--- src/rtl/sys_axi_b_arb.sv ---
// ============================================================================
// Module   : sys_axi_b_arb
// Purpose  : Round-robin merge of N_SRC AXI write-response channels onto one
//            registered upstream B channel, with source tag and error counter.
// Revision : 1.0  initial release
// ============================================================================
`default_nettype none

`ifndef AXI_ID_WIDTH
`define AXI_ID_WIDTH 4
`endif

module sys_axi_b_arb #(
    parameter int N_SRC = 4,
    parameter int ID_W  = `AXI_ID_WIDTH
) (
    input  logic                       clk,
    input  logic                       rst_n,
    input  logic [N_SRC*ID_W-1:0]      s_bid,
    input  logic [N_SRC*2-1:0]         s_bresp,
    input  logic [N_SRC-1:0]           s_bvalid,
    output logic [N_SRC-1:0]           s_bready,
    output logic [ID_W-1:0]            m_bid,
    output logic [1:0]                 m_bresp,
    output logic                       m_bvalid,
    input  logic                       m_bready,
    output logic [$clog2(N_SRC)-1:0]   m_bsrc,
    output logic [15:0]                err_cnt,
    input  logic                       err_clr
);

    localparam int SRC_W = $clog2(N_SRC);
    localparam logic [15:0] c_err_max = 16'hFFFF;

    logic [SRC_W-1:0] r_ptr;
    logic [ID_W-1:0]  r_bid;
    logic [1:0]       r_bresp;
    logic             r_bvalid;
    logic [SRC_W-1:0] r_bsrc;
    logic [15:0]      r_err_cnt;

    logic             w_load_en;
    logic             w_found;
    logic [N_SRC-1:0] w_grant;
    logic [SRC_W-1:0] w_gidx;
    logic [ID_W-1:0]  w_sel_bid;
    logic [1:0]       w_sel_bresp;

    assign w_load_en = !r_bvalid || m_bready;

    // Two passes: indices above the pointer first, then wrap to 0..ptr.
    always_comb begin
        w_found     = 1'b0;
        w_grant     = '0;
        w_gidx      = '0;
        w_sel_bid   = '0;
        w_sel_bresp = '0;
        for (int i = 0; i < N_SRC; i++) begin
            if (!w_found && s_bvalid[i] && (i > int'(r_ptr))) begin
                w_found     = 1'b1;
                w_grant[i]  = 1'b1;
                w_gidx      = SRC_W'(i);
                w_sel_bid   = s_bid[i*ID_W +: ID_W];
                w_sel_bresp = s_bresp[i*2 +: 2];
            end
        end
        for (int i = 0; i < N_SRC; i++) begin
            if (!w_found && s_bvalid[i] && (i <= int'(r_ptr))) begin
                w_found     = 1'b1;
                w_grant[i]  = 1'b1;
                w_gidx      = SRC_W'(i);
                w_sel_bid   = s_bid[i*ID_W +: ID_W];
                w_sel_bresp = s_bresp[i*2 +: 2];
            end
        end
    end

    // Ready depends combinationally on m_bready through w_load_en.
    assign s_bready = w_load_en ? w_grant : '0;

    always_ff @(posedge clk or negedge rst_n) begin
        if (!rst_n) begin
            r_ptr    <= SRC_W'(N_SRC - 1);
            r_bid    <= '0;
            r_bresp  <= '0;
            r_bvalid <= 1'b0;
            r_bsrc   <= '0;
        end else if (w_load_en) begin
            if (w_found) begin
                r_ptr    <= w_gidx;
                r_bid    <= w_sel_bid;
                r_bresp  <= w_sel_bresp;
                r_bsrc   <= w_gidx;
                r_bvalid <= 1'b1;
            end else begin
                r_bvalid <= 1'b0;
            end
        end
    end

    always_ff @(posedge clk or negedge rst_n) begin
        if (!rst_n) begin
            r_err_cnt <= '0;
        end else if (err_clr) begin
            r_err_cnt <= '0;
        end else if (r_bvalid && m_bready && r_bresp[1] && (r_err_cnt != c_err_max)) begin
            r_err_cnt <= r_err_cnt + 16'd1;
        end
    end

    assign m_bid    = r_bid;
    assign m_bresp  = r_bresp;
    assign m_bvalid = r_bvalid;
    assign m_bsrc   = r_bsrc;
    assign err_cnt  = r_err_cnt;

endmodule

`default_nettype wire

--- config.mk ---
export PLATFORM = sky130hd
export DESIGN_NAME = sys_axi_b_arb
export DESIGN_NICKNAME = d
export VERILOG_FILES = /design/src/rtl/sys_axi_b_arb.sv
export SDC_FILE = /design/constraint.sdc
export NUM_CORES = 1
export LEC_CHECK = 0
export ABC_CLOCK_PERIOD_IN_PS = 1900
export CAP_MARGIN = 20
export CORE_MARGIN = 2
export CORE_UTILIZATION = 48
export CTS_BUF_LIST = sky130_fd_sc_hd__clkbuf_4
export DETAILED_ROUTE_END_ITERATION = 8
export PLACE_DENSITY = 0.89
export SETUP_SLACK_MARGIN = 0.1
export SYNTH_ARGS = -nofsm -noshare
export SYNTH_HDL_FRONTEND = slang
export SYNTH_SLANG_ARGS = --single-unit
--- constraint.sdc ---
create_clock -name clk -period 1.9 [get_ports clk]
set_input_delay 0.19 -clock clk [delete_from_list [all_inputs] [get_ports clk]]
set_output_delay 0.19 -clock clk [all_outputs]
set_load 0.03 [all_outputs]
==> impl.org, run 1 <==
** Timing
- Fin worst setup slack :: -0.257 ns
- Upper clock frequency limit :: 0.464 GHz
- Slew Viols, Final :: 0
- Final-report hold violation count :: 0
- Fin crit share :: 114%
- At the pin with the least slew margin, the transition time is 0.705 ns.
- Crit path time final :: 2.16 ns
- Setup repair after global routing could not meet its margin everywhere.
- Final Skew :: 0.0213 ns
- In this run the tightest slew margin relative to its limit is 52.9%.
- Setup violations remaining at the end of the flow were counted as 13.
- Across all hold checks on the routed design, the worst slack comes to 0.165 ns.

** Synth
- By area the synthesized netlist is led by sky130_fd_sc_hd__dfrtp_1 (34%), sky130_fd_sc_hd__nor2_1 (5.4%), sky130_fd_sc_hd__nand2_1 (4.6%), sky130_fd_sc_hd__o22ai_1 (3.4%), sky130_fd_sc_hd__a21oi_1 (3.0%).
- Post-synthesis async set-or-reset flop share :: 100%
- Syn_nets :: 255
- The most used flip-flop cell after synthesis is sky130_fd_sc_hd__dfrtp_1.
- Avg Cell Area, Syn :: 8.38 µm²
- Synthesis instantiated 51 different standard cells from the library.
- Cells after synthesis :: 222
- Most common cell in the netlist :: sky130_fd_sc_hd__nor2_1
- Largest area contributor in the synthesized netlist :: sky130_fd_sc_hd__dfrtp_1
- Area of the mapped netlist :: 1860 µm²
- Register bit count reported by yosys :: 27
- Number of flops mapped to enable cells by yosys :: 0
- List of most frequent post-synthesis cells :: sky130_fd_sc_hd__nor2_1 (27), sky130_fd_sc_hd__dfrtp_1 (25), sky130_fd_sc_hd__nand2_1 (23)
- During synthesis, Yosys emitted a total of 0 warnings.
- The share of the Yosys chip area taken by registers is 36.4%.
- Share of Yosys cell area claimed by the top area cell type :: 33.6%

** Global routing
- The via count of the first global-routing pass was 2,280.
- Antenna violations before repair :: 0
- Pin count of the biggest net entering global routing :: 28
- The total overflow left after global routing is 0.
- Global routing used 33.4% of the available tracks across all layers.
- First-pass GRT wire length :: 11,200 µm

** Placed design
- Worst slack after detailed placement :: -0.276 ns
- Final estimated routing congestion in global placement :: 1.02
- Total of buffers placed on input and output ports :: 60
- The HPWL after detailed placement is 4600 µm.

** Setup path
- Of all nets on the critical path, the largest fanout is 4.
- Kind of critical path :: reg -> out
- In this run the critical register-to-register path is launched from r_ptr[1].
- CP max-delay cell :: sky130_fd_sc_hd__dfstp_2
- Most frequent CP cell :: sky130_fd_sc_hd__buf_6
- The largest single stage delay on the critical path is 0.65 ns.
- Together, buffers and inverters on the worst path number 2.
- Data on the critical path is required at its endpoint by 1.71 ns.
- On the critical path the largest part of the delay comes from flip-flops.
- Walking the worst path, the cells encountered are buf_6 > nand2b_1 > a311o_2 > a21oi_2 > buf_6.
- Crit path arrival time :: 1.97 ns
- Sort of element at the start of the critical path :: register
- The critical path starts at r_ptr[1].
- The worst setup path is captured at an output port.

** Detailed routing
- Post-DR vias/cell :: 6.93
- DRC violation count after routing :: 0
- Routed WL :: 9600 µm
- Remaining number of nets flagged by the antenna check after routing :: 0
- In the final routed layout, each cell accounts on average for 24.4 µm.
- The pre-antenna-repair detailed-routing pass consisted of 6 iterations.
- Number of vias in the routed layout :: 2,725
- For this block, the initial DRC count from the detailed router was 415.

** Final layout
- The area growth from synthesis to layout is 81.0%.
- 0 antenna diodes ended up in the layout.
- The net count of the finished layout is 379.
- Fill cells in the final layout number 146.
- Fraction of layout cells with a size suffix above 1 :: 40.3%

** CTS
- For this design, the sink count on the clock tree is 27.
- Clock root buffer :: sky130_fd_sc_hd__clkbuf_4
- Worst skew pair latency :: 0.36 ns
- In this run the deepest clock path goes through 2 buffers.
- Clock slew at reported path FFs :: 0.20 ns
- Buffers inserted during clock tree synthesis total 3.
- H-Tree Depth :: 1
- TritonCTS built the clock tree.

** Pwr
- For this design the static power due to leakage is 1.42 nW.
- Dividing total power by cell area gives a power density of 678 nW/µm².
- IR drop worst, VDD :: 0.561 mV

** Floorplan
- The die is 66.3 µm tall.
- For this design the top-level I/O count stands at 61.
- Cell row count :: 22
- The floorplan step set the die width to 66.3 µm.
- The floorplan step defined a core boundary enclosing 3690 µm².
- Starting Density :: 50.4%
- Area of the die :: 4390 µm²

** Status
- The final reports fail on setup timing.
- Outcome :: finished, violations left

** Hold path
- The worst hold path belongs to the class in -> async.

** Run
- Maximum Capacitance Violations :: 0
through the flow:
step / TNS [ns] / cell area (µm²) / instances / util, % / power [W]
final: -1.64 / 3370 / 393 / 91.3 / 0.00228
after global placement: -2.24 / 2800 / 364 / 75.8 / 0.00155
after CTS: -0.305 / 2980 / 378 / 80.9 / 0.00199
after global routing: -1.78 / 3370 / 393 / 91.3 / 0.00234
after floorplan: 0 / 1880 / 222 / - / 0.00116
after detailed placement: -3.42 / 2800 / 364 / 75.8 / 0.00157
cells in the final DEF, fill, tap and decap left out, types with 5 or more instances in the layout:
cell,count
sky130_fd_sc_hd__o21ai_0,6
sky130_fd_sc_hd__buf_4,62
sky130_fd_sc_hd__dfrtp_1,19
sky130_fd_sc_hd__nand2_1,23
sky130_fd_sc_hd__nand4_1,5
sky130_fd_sc_hd__a21oi_2,5
sky130_fd_sc_hd__a21oi_1,6
sky130_fd_sc_hd__o22ai_1,5
sky130_fd_sc_hd__o22ai_2,5
sky130_fd_sc_hd__inv_1,6
sky130_fd_sc_hd__dfrtp_2,6
sky130_fd_sc_hd__nor2_1,23
sky130_fd_sc_hd__clkdlybuf4s50_1,54
sky130_fd_sc_hd__buf_6,10
report_power, final:
part           internal (W)  leakage [nW]  switching, W
Combinational      0.000620          1.06      0.000648
Clock             0.0000862        0.0183      0.000218
Sequential         0.000647         0.340     0.0000645
Total               0.00135          1.42      0.000931
logic make-up after synthesis:
kind of cell    after synthesis  synth area share [%]
simple gates                 98                  27.5
compound gates               68                  25.2
flops                        27                  36.4
buf+inv                      17                  4.71
xor+xnor                      8                  3.77
mux                           3                  1.75
fa+ha+maj                     1                 0.672
what timing repair did:
| item | in CTS | in global routing |
|---|---|---|
| resized for setup | 26 | 52 |
| gates cloned | 0 | 0 |
| pin swaps | 11 | 19 |
| hold buffers | 0 | 0 |
| setup buffers | 10 | 15 |
| endpoints found under the setup margin | 12 | 25 |
per-layer routing:
layer	track usage, %	wire, µm	up-vias
met5	0	0	-
met4	9.18	661	0
met3	4.09	1030	81
met2	55.5	4540	284
met1	45.6	3360	1292
li1	-	-	1068
area by class of cell:
| cell class | count | area (µm²) | area share, % |
|---|---|---|---|
| multi-input combinational | 178 | 1400 | 41.6 |
| timing repair buffer | 129 | 1150 | 34.3 |
| sequential | 27 | 686 | 20.4 |
| tap | 48 | 60.1 | 1.78 |
| inverter | 7 | 33.8 | 1.00 |
| clock buffer | 3 | 22.5 | 0.669 |
| clock inverter | 1 | 8.76 | 0.260 |
worst paths after layout:
path	depth (start not counted)	endpoint	slack (ns)
max in group asynchronous	2	r_ptr[1]	1.43
min	2	m_bresp[0]	0.17
min reg2reg	2	m_bid[0]	0.57
max	5	s_bready[1]	-0.26
min in group clk	3	err_cnt[2]	0.41
max reg2reg	8	m_bid[3]	-0.22
sequential cells by signal, summed over array words and instances (netlist names):
signal,flops
m_bid,4
err_cnt,16
m_bvalid,1
m_bresp,2
m_bsrc,2
r_ptr,2
(Power assumes the default switching activity.)
==> inputs of run 2 (changes only) <==
--- a/config.mk
+++ b/config.mk
@@ -6,7 +6,7 @@
 export NUM_CORES = 1
 export LEC_CHECK = 0
 export ABC_CLOCK_PERIOD_IN_PS = 1900
-export CAP_MARGIN = 20
+export CAP_MARGIN = 25
 export CORE_MARGIN = 2
 export CORE_UTILIZATION = 48
 export CTS_BUF_LIST = sky130_fd_sc_hd__clkbuf_4
==> results of run 2 <==
The final DEF is identical to that of run 1; final timing and power are the same.
==> inputs of run 3 (changes only) <==
--- a/config.mk
+++ b/config.mk
@@ -5,13 +5,16 @@
 export SDC_FILE = /design/constraint.sdc
 export NUM_CORES = 1
 export LEC_CHECK = 0
+export ABC_AREA = 1
 export ABC_CLOCK_PERIOD_IN_PS = 1900
 export CAP_MARGIN = 25
+export CELL_PAD_IN_SITES_DETAIL_PLACEMENT = 1
+export CELL_PAD_IN_SITES_GLOBAL_PLACEMENT = 1
 export CORE_MARGIN = 2
-export CORE_UTILIZATION = 48
+export CORE_UTILIZATION = 33
 export CTS_BUF_LIST = sky130_fd_sc_hd__clkbuf_4
 export DETAILED_ROUTE_END_ITERATION = 8
-export PLACE_DENSITY = 0.89
+export PLACE_DENSITY = 0.88
 export SETUP_SLACK_MARGIN = 0.1
 export SYNTH_ARGS = -nofsm -noshare
 export SYNTH_HDL_FRONTEND = slang
==> impl.org, run 3 <==
** Status
- Outcome: finished, violations left (unchanged).
- Failing checks: setup timing (unchanged).

** CTS
- The number of hold buffers added after cts is 0 (unchanged).
- TritonCTS Buffers :: 3 (unchanged)
- Clock slew at reported path FFs :: 0.15 ns (was 0.20 ns)
- The worst-skew pair later-pin latency was 0.32 ns (was 0.36 ns).
- H-Tree Depth :: 1 (unchanged)
- Clock root buffer :: sky130_fd_sc_hd__clkbuf_4 (unchanged)
- Number of buffers on the longest clock path :: 2 (unchanged)
- The clock net sink count came to 27 (unchanged).
- TritonCTS clock tree :: yes (unchanged)

** Synth
- Largest area contributor in the synthesized netlist :: sky130_fd_sc_hd__dfrtp_1 (unchanged)
- The sequential element share of the synthesized area is 34.3% (was 36.4%).
- The most instantiated library cell after synthesis is sky130_fd_sc_hd__nand2_1 (was sky130_fd_sc_hd__nor2_1).
- Top cells by area, synth :: sky130_fd_sc_hd__dfrtp_1 (32%), sky130_fd_sc_hd__nand2_1 (12%), sky130_fd_sc_hd__nor2_1 (9.7%), sky130_fd_sc_hd__nand3_1 (8.9%), sky130_fd_sc_hd__inv_1 (7.6%) (was sky130_fd_sc_hd__dfrtp_1 (34%), sky130_fd_sc_hd__nor2_1 (5.4%), sky130_fd_sc_hd__nand2_1 (4.6%), sky130_fd_sc_hd__o22ai_1 (3.4%), sky130_fd_sc_hd__a21oi_1 (3.0%))
- Post-synthesis async set-or-reset flop share :: 100% (unchanged)
- The share of the synthesized area in the top cell type was 31.6% (was 33.6%).
- Distinct cell type count after synthesis :: 28 (was 51)
- Primary flip-flop cell chosen by synthesis mapping :: sky130_fd_sc_hd__dfrtp_1 (unchanged)
- The number of synthesized flops with an enable pin is 0 (unchanged).
- List of most frequent post-synthesis cells :: sky130_fd_sc_hd__nand2_1 (63), sky130_fd_sc_hd__nor2_1 (51), sky130_fd_sc_hd__inv_1 (40) (was sky130_fd_sc_hd__nor2_1 (27), sky130_fd_sc_hd__dfrtp_1 (25), sky130_fd_sc_hd__nand2_1 (23))
- Syn_nets :: 328 (was 255)
- Register bit count reported by yosys :: 27 (unchanged)
- The average cell area after synthesis is 6.71 µm² (was 8.38 µm²).
- The cell count after synthesis came to 295 (was 222).
- Warnings, synthesis :: 0 (unchanged)
- Area of the mapped netlist :: 1980 µm² (was 1860 µm²)

** Global routing
- The wire length of the first global-routing pass is 11,200 µm (about the same).
- The largest net degree at the start of global routing is 19 (was 28).
- The combined global-route utilization of all metal layers came to 21.4% (was 33.4%).
- The initial antenna violation count was 0 (unchanged).
- The remaining global-route overflow came to 0 (unchanged).
- Via count of the first global-routing pass :: 2,507 (was 2,280)

** Pwr
- The worst-case vdd ir drop was 0.323 mV (was 0.561 mV).
- Share of total power in combinational logic :: 55.7% (was 55.5%)
- The clock group share of total power came to 11.4% (was 13.3%).
- The power per cell area came to 772 nW/µm² (was 678 nW/µm²).
- Internal power consumption :: 0.00133 W (was 0.00135 W)
- Final Total Pwr :: 0.00235 W (was 0.00228 W)
- Leak :: 1.39 nW (was 1.42 nW)
- The sequential share of power was 32.9% (was 31.2%).
- Sw Ratio :: 43.5% (was 40.8%)
- The total net switching power was 0.00102 W (was 0.000931 W).

** Detailed routing
- The number of remaining DRC errors came to 0 (unchanged).
- Number of vias in the routed layout :: 2,357 (was 2,725)
- The number of detailed-routing iterations run before antenna repair came to 4 (was 6).
- The number of design-rule violations left by the first detailed-router iteration came to 77 (was 415).
- Routed WL :: 7150 µm (was 9600 µm)
- Routed wirelength normalized by instance count :: 15.5 µm (was 24.4 µm)
- The count of antenna-violating nets left after detailed routing is 0 (unchanged).
- Post-DR vias/cell :: 5.10 (was 6.93)

** Setup path
- The required time of the critical path was 1.71 ns (about the same).
- Sequence of cells on the critical path: nand2_2 > nand2_4 > nand3_4 > nor2_4 > nand4_4 > nand2_2 > inv_2 > nor2_4 > buf_6 (was buf_6 > nand2b_1 > a311o_2 > a21oi_2 > buf_6).
- The kind of end point of the critical path is an output port (unchanged).
- The critical path launch point type was a register (unchanged).
- Worst Reg-to-Reg Cells :: 11 (was 8)
- The arrival time at the worst endpoint came to 1.87 ns (was 1.97 ns).
- The maximum fanout along the worst path was 4 (unchanged).
- The dominant delay contributor by cell family on the critical path is simple AND/OR/NAND/NOR gates (was flip-flops).
- The worst path buffer plus inverter count was 2 (unchanged).
- The critical path's slowest cell is sky130_fd_sc_hd__dfstp_2 (unchanged).
- Logic depth of the worst path, buffers included :: 9 (was 5)
- The startpoint-to-endpoint class of the critical path was reg -> out (unchanged).
- Crit path largest cell delay :: 0.62 ns (was 0.65 ns)

** Final layout
- The flip-flop count of the largest register after layout came to 16 (unchanged).
- The diode insertion count for antenna repair is 0 (unchanged).
- Most common cell after layout, fill and taps aside :: sky130_fd_sc_hd__nand2_1 (was sky130_fd_sc_hd__buf_4)
- The utilization after layout was 52.1% (was 91.3%).
- The final cell count without fillers was 462 (was 393).
- Commonest non-fill, non-tap cells in the layout: sky130_fd_sc_hd__nand2_1 (60), sky130_fd_sc_hd__clkdlybuf4s50_1 (56), sky130_fd_sc_hd__nor2_1 (42) (was sky130_fd_sc_hd__buf_4 (62), sky130_fd_sc_hd__clkdlybuf4s50_1 (54), sky130_fd_sc_hd__nand2_1 (23), sky130_fd_sc_hd__nor2_1 (23), sky130_fd_sc_hd__dfrtp_1 (19)).
- Final Net Count :: 421 (was 379)
- The layout cell share with drive strength beyond 1 came to 21.2% (was 40.3%).
- The area growth from synthesis to layout came to 54.1% (was 81.0%).
- Design Area, Final :: 3050 µm² (was 3370 µm²)

** Floorplan
- Core Footprint :: 5850 µm² (was 3690 µm²)
- The vertical die dimension came to 81.4 µm (was 66.3 µm).
- The total die area came to 6630 µm² (was 4390 µm²).
- DIE WIDTH :: 81.4 µm (was 66.3 µm)
- The I/O pin total came to 61 (unchanged).
- The initial cell density of the core came to 33.8% (was 50.4%).
- The floorplan row count came to 28 (was 22).

** Timing
- Slew Viols, Final :: 0 (unchanged)
- The highest attainable clock frequency came to 0.485 GHz (was 0.464 GHz).
- Fin worst setup slack :: -0.163 ns (was -0.257 ns)
- The worst hold margin was 0.198 ns (was 0.165 ns).
- The final-report hold violation count is 0 (unchanged).
- Total setup violations reported at the end of the flow :: 4 (was 13)
- The final cycle utilization of the critical path is 109% (was 114%).
- Setup repair after global routing missed its margin: true (unchanged).
- Crit path time final :: 2.06 ns (was 2.16 ns)
- Final Skew :: 0.00269 ns (was 0.0213 ns)
- Worst Max-Slew Pin Slew :: 0.540 ns (was 0.705 ns)
- Worst slew margin relative to its limit :: 63.9% (was 52.9%)

** Placed design
- The placed cell area was 2770 µm² (was 2800 µm²).
- Number of cells in the design after placement :: 441 (was 364)
- Final estimated routing congestion in global placement :: 0.957 (was 1.02)
- Final HPWL from detailed placement :: 5320 µm (was 4600 µm)
- Total of buffers placed on input and output ports :: 60 (unchanged)

** Run
- The max-capacitance violation count is 0 (unchanged).

** Hold path
- Type of the most critical hold path :: in -> async (unchanged)
==> run 3: cell types whose count changed in the layout (fill, tap and decap cells not counted), moves of 9 or more <==
| cell | delta |
|---|---|
| sky130_fd_sc_hd__nand2_1 | +37 |
| sky130_fd_sc_hd__buf_4 | -33 |
| sky130_fd_sc_hd__nand3_1 | +30 |
| sky130_fd_sc_hd__nand4_1 | +10 |
| sky130_fd_sc_hd__inv_1 | +31 |
| sky130_fd_sc_hd__o21ai_1 | +9 |
| sky130_fd_sc_hd__nor2_1 | +19 |
==> run 3: path summary, 6_finish.rpt <==
check,startpoint,to,slack (ns)
min reg2reg,m_bsrc[0],m_bsrc[0],0.51
max in group asynchronous,rst_n,err_cnt[7],1.22
max,r_ptr[1],s_bready[3],-0.16
min,rst_n,err_cnt[2],0.20
max reg2reg,r_ptr[1],m_bresp[1],-0.01
min in group clk,m_bsrc[0],m_bsrc[0],0.51
==> run 3: through the flow <==
stage | TNS (ns) | worst slack (ns)
2_1_floorplan | 0 | 0.137
3_3_place_gp | 0 | 0.0865
3_5_place_dp | 0 | 0.0524
4_1_cts | -0.808 | -0.173
5_1_grt | -1.33 | -0.276
6_report | -0.413 | -0.163
==> run 3: cells by family after synthesis <==
kind of cell	synth area share (%)
AOI/OAI and AO/OA	7.91
DFF	34.3
and+or+nand+nor	44.7
adders and majority gates	0.632
buffers and inverters	9.87
xor gates and xnor gates	2.66
==> run 3: cell type report <==
type	instances	area [µm²]
well taps	75	93.8
flip-flops and latches	27	679
clock buffers	4	30.0
multi-input cells	221	1200
inverters	41	154
repair buffers	94	888
fillers	753	2800
==> run 3: worst register-to-register path: cells and delay by family, from the launching register on <==
family          cells  cell delay, ns
simple gates        7            0.70
flops               1            0.62
buf+inv             3            0.39
compound gates      1            0.15
==> run 3: power by group through the flow <==
stage                     logic (W)  registers, W  clock network (W)
final                       0.00131      0.000775           0.000269
after global routing        0.00141      0.000793           0.000305
after CTS                   0.00120      0.000775           0.000279
after detailed placement    0.00110      0.000768                  0
after global placement      0.00107      0.000770                  0
after floorplan            0.000480      0.000921                  0
==> run 3: timing repair <==
action / 4_1_cts / 5_1_grt
gates resized for setup: 15 / 22
endpoints found under the setup margin: 4 / 19
pin swaps: 9 / 13
setup buffers: 10 / 11
==> run 3: per-layer routing <==
layer	track usage, %	share of wire [%]	vias to the layer above
met5	0	0	-
met4	7.80	2.5	0
met3	2.97	4.4	16
met2	40.4	53	78
met1	24.4	40	1124
li1	-	-	1139
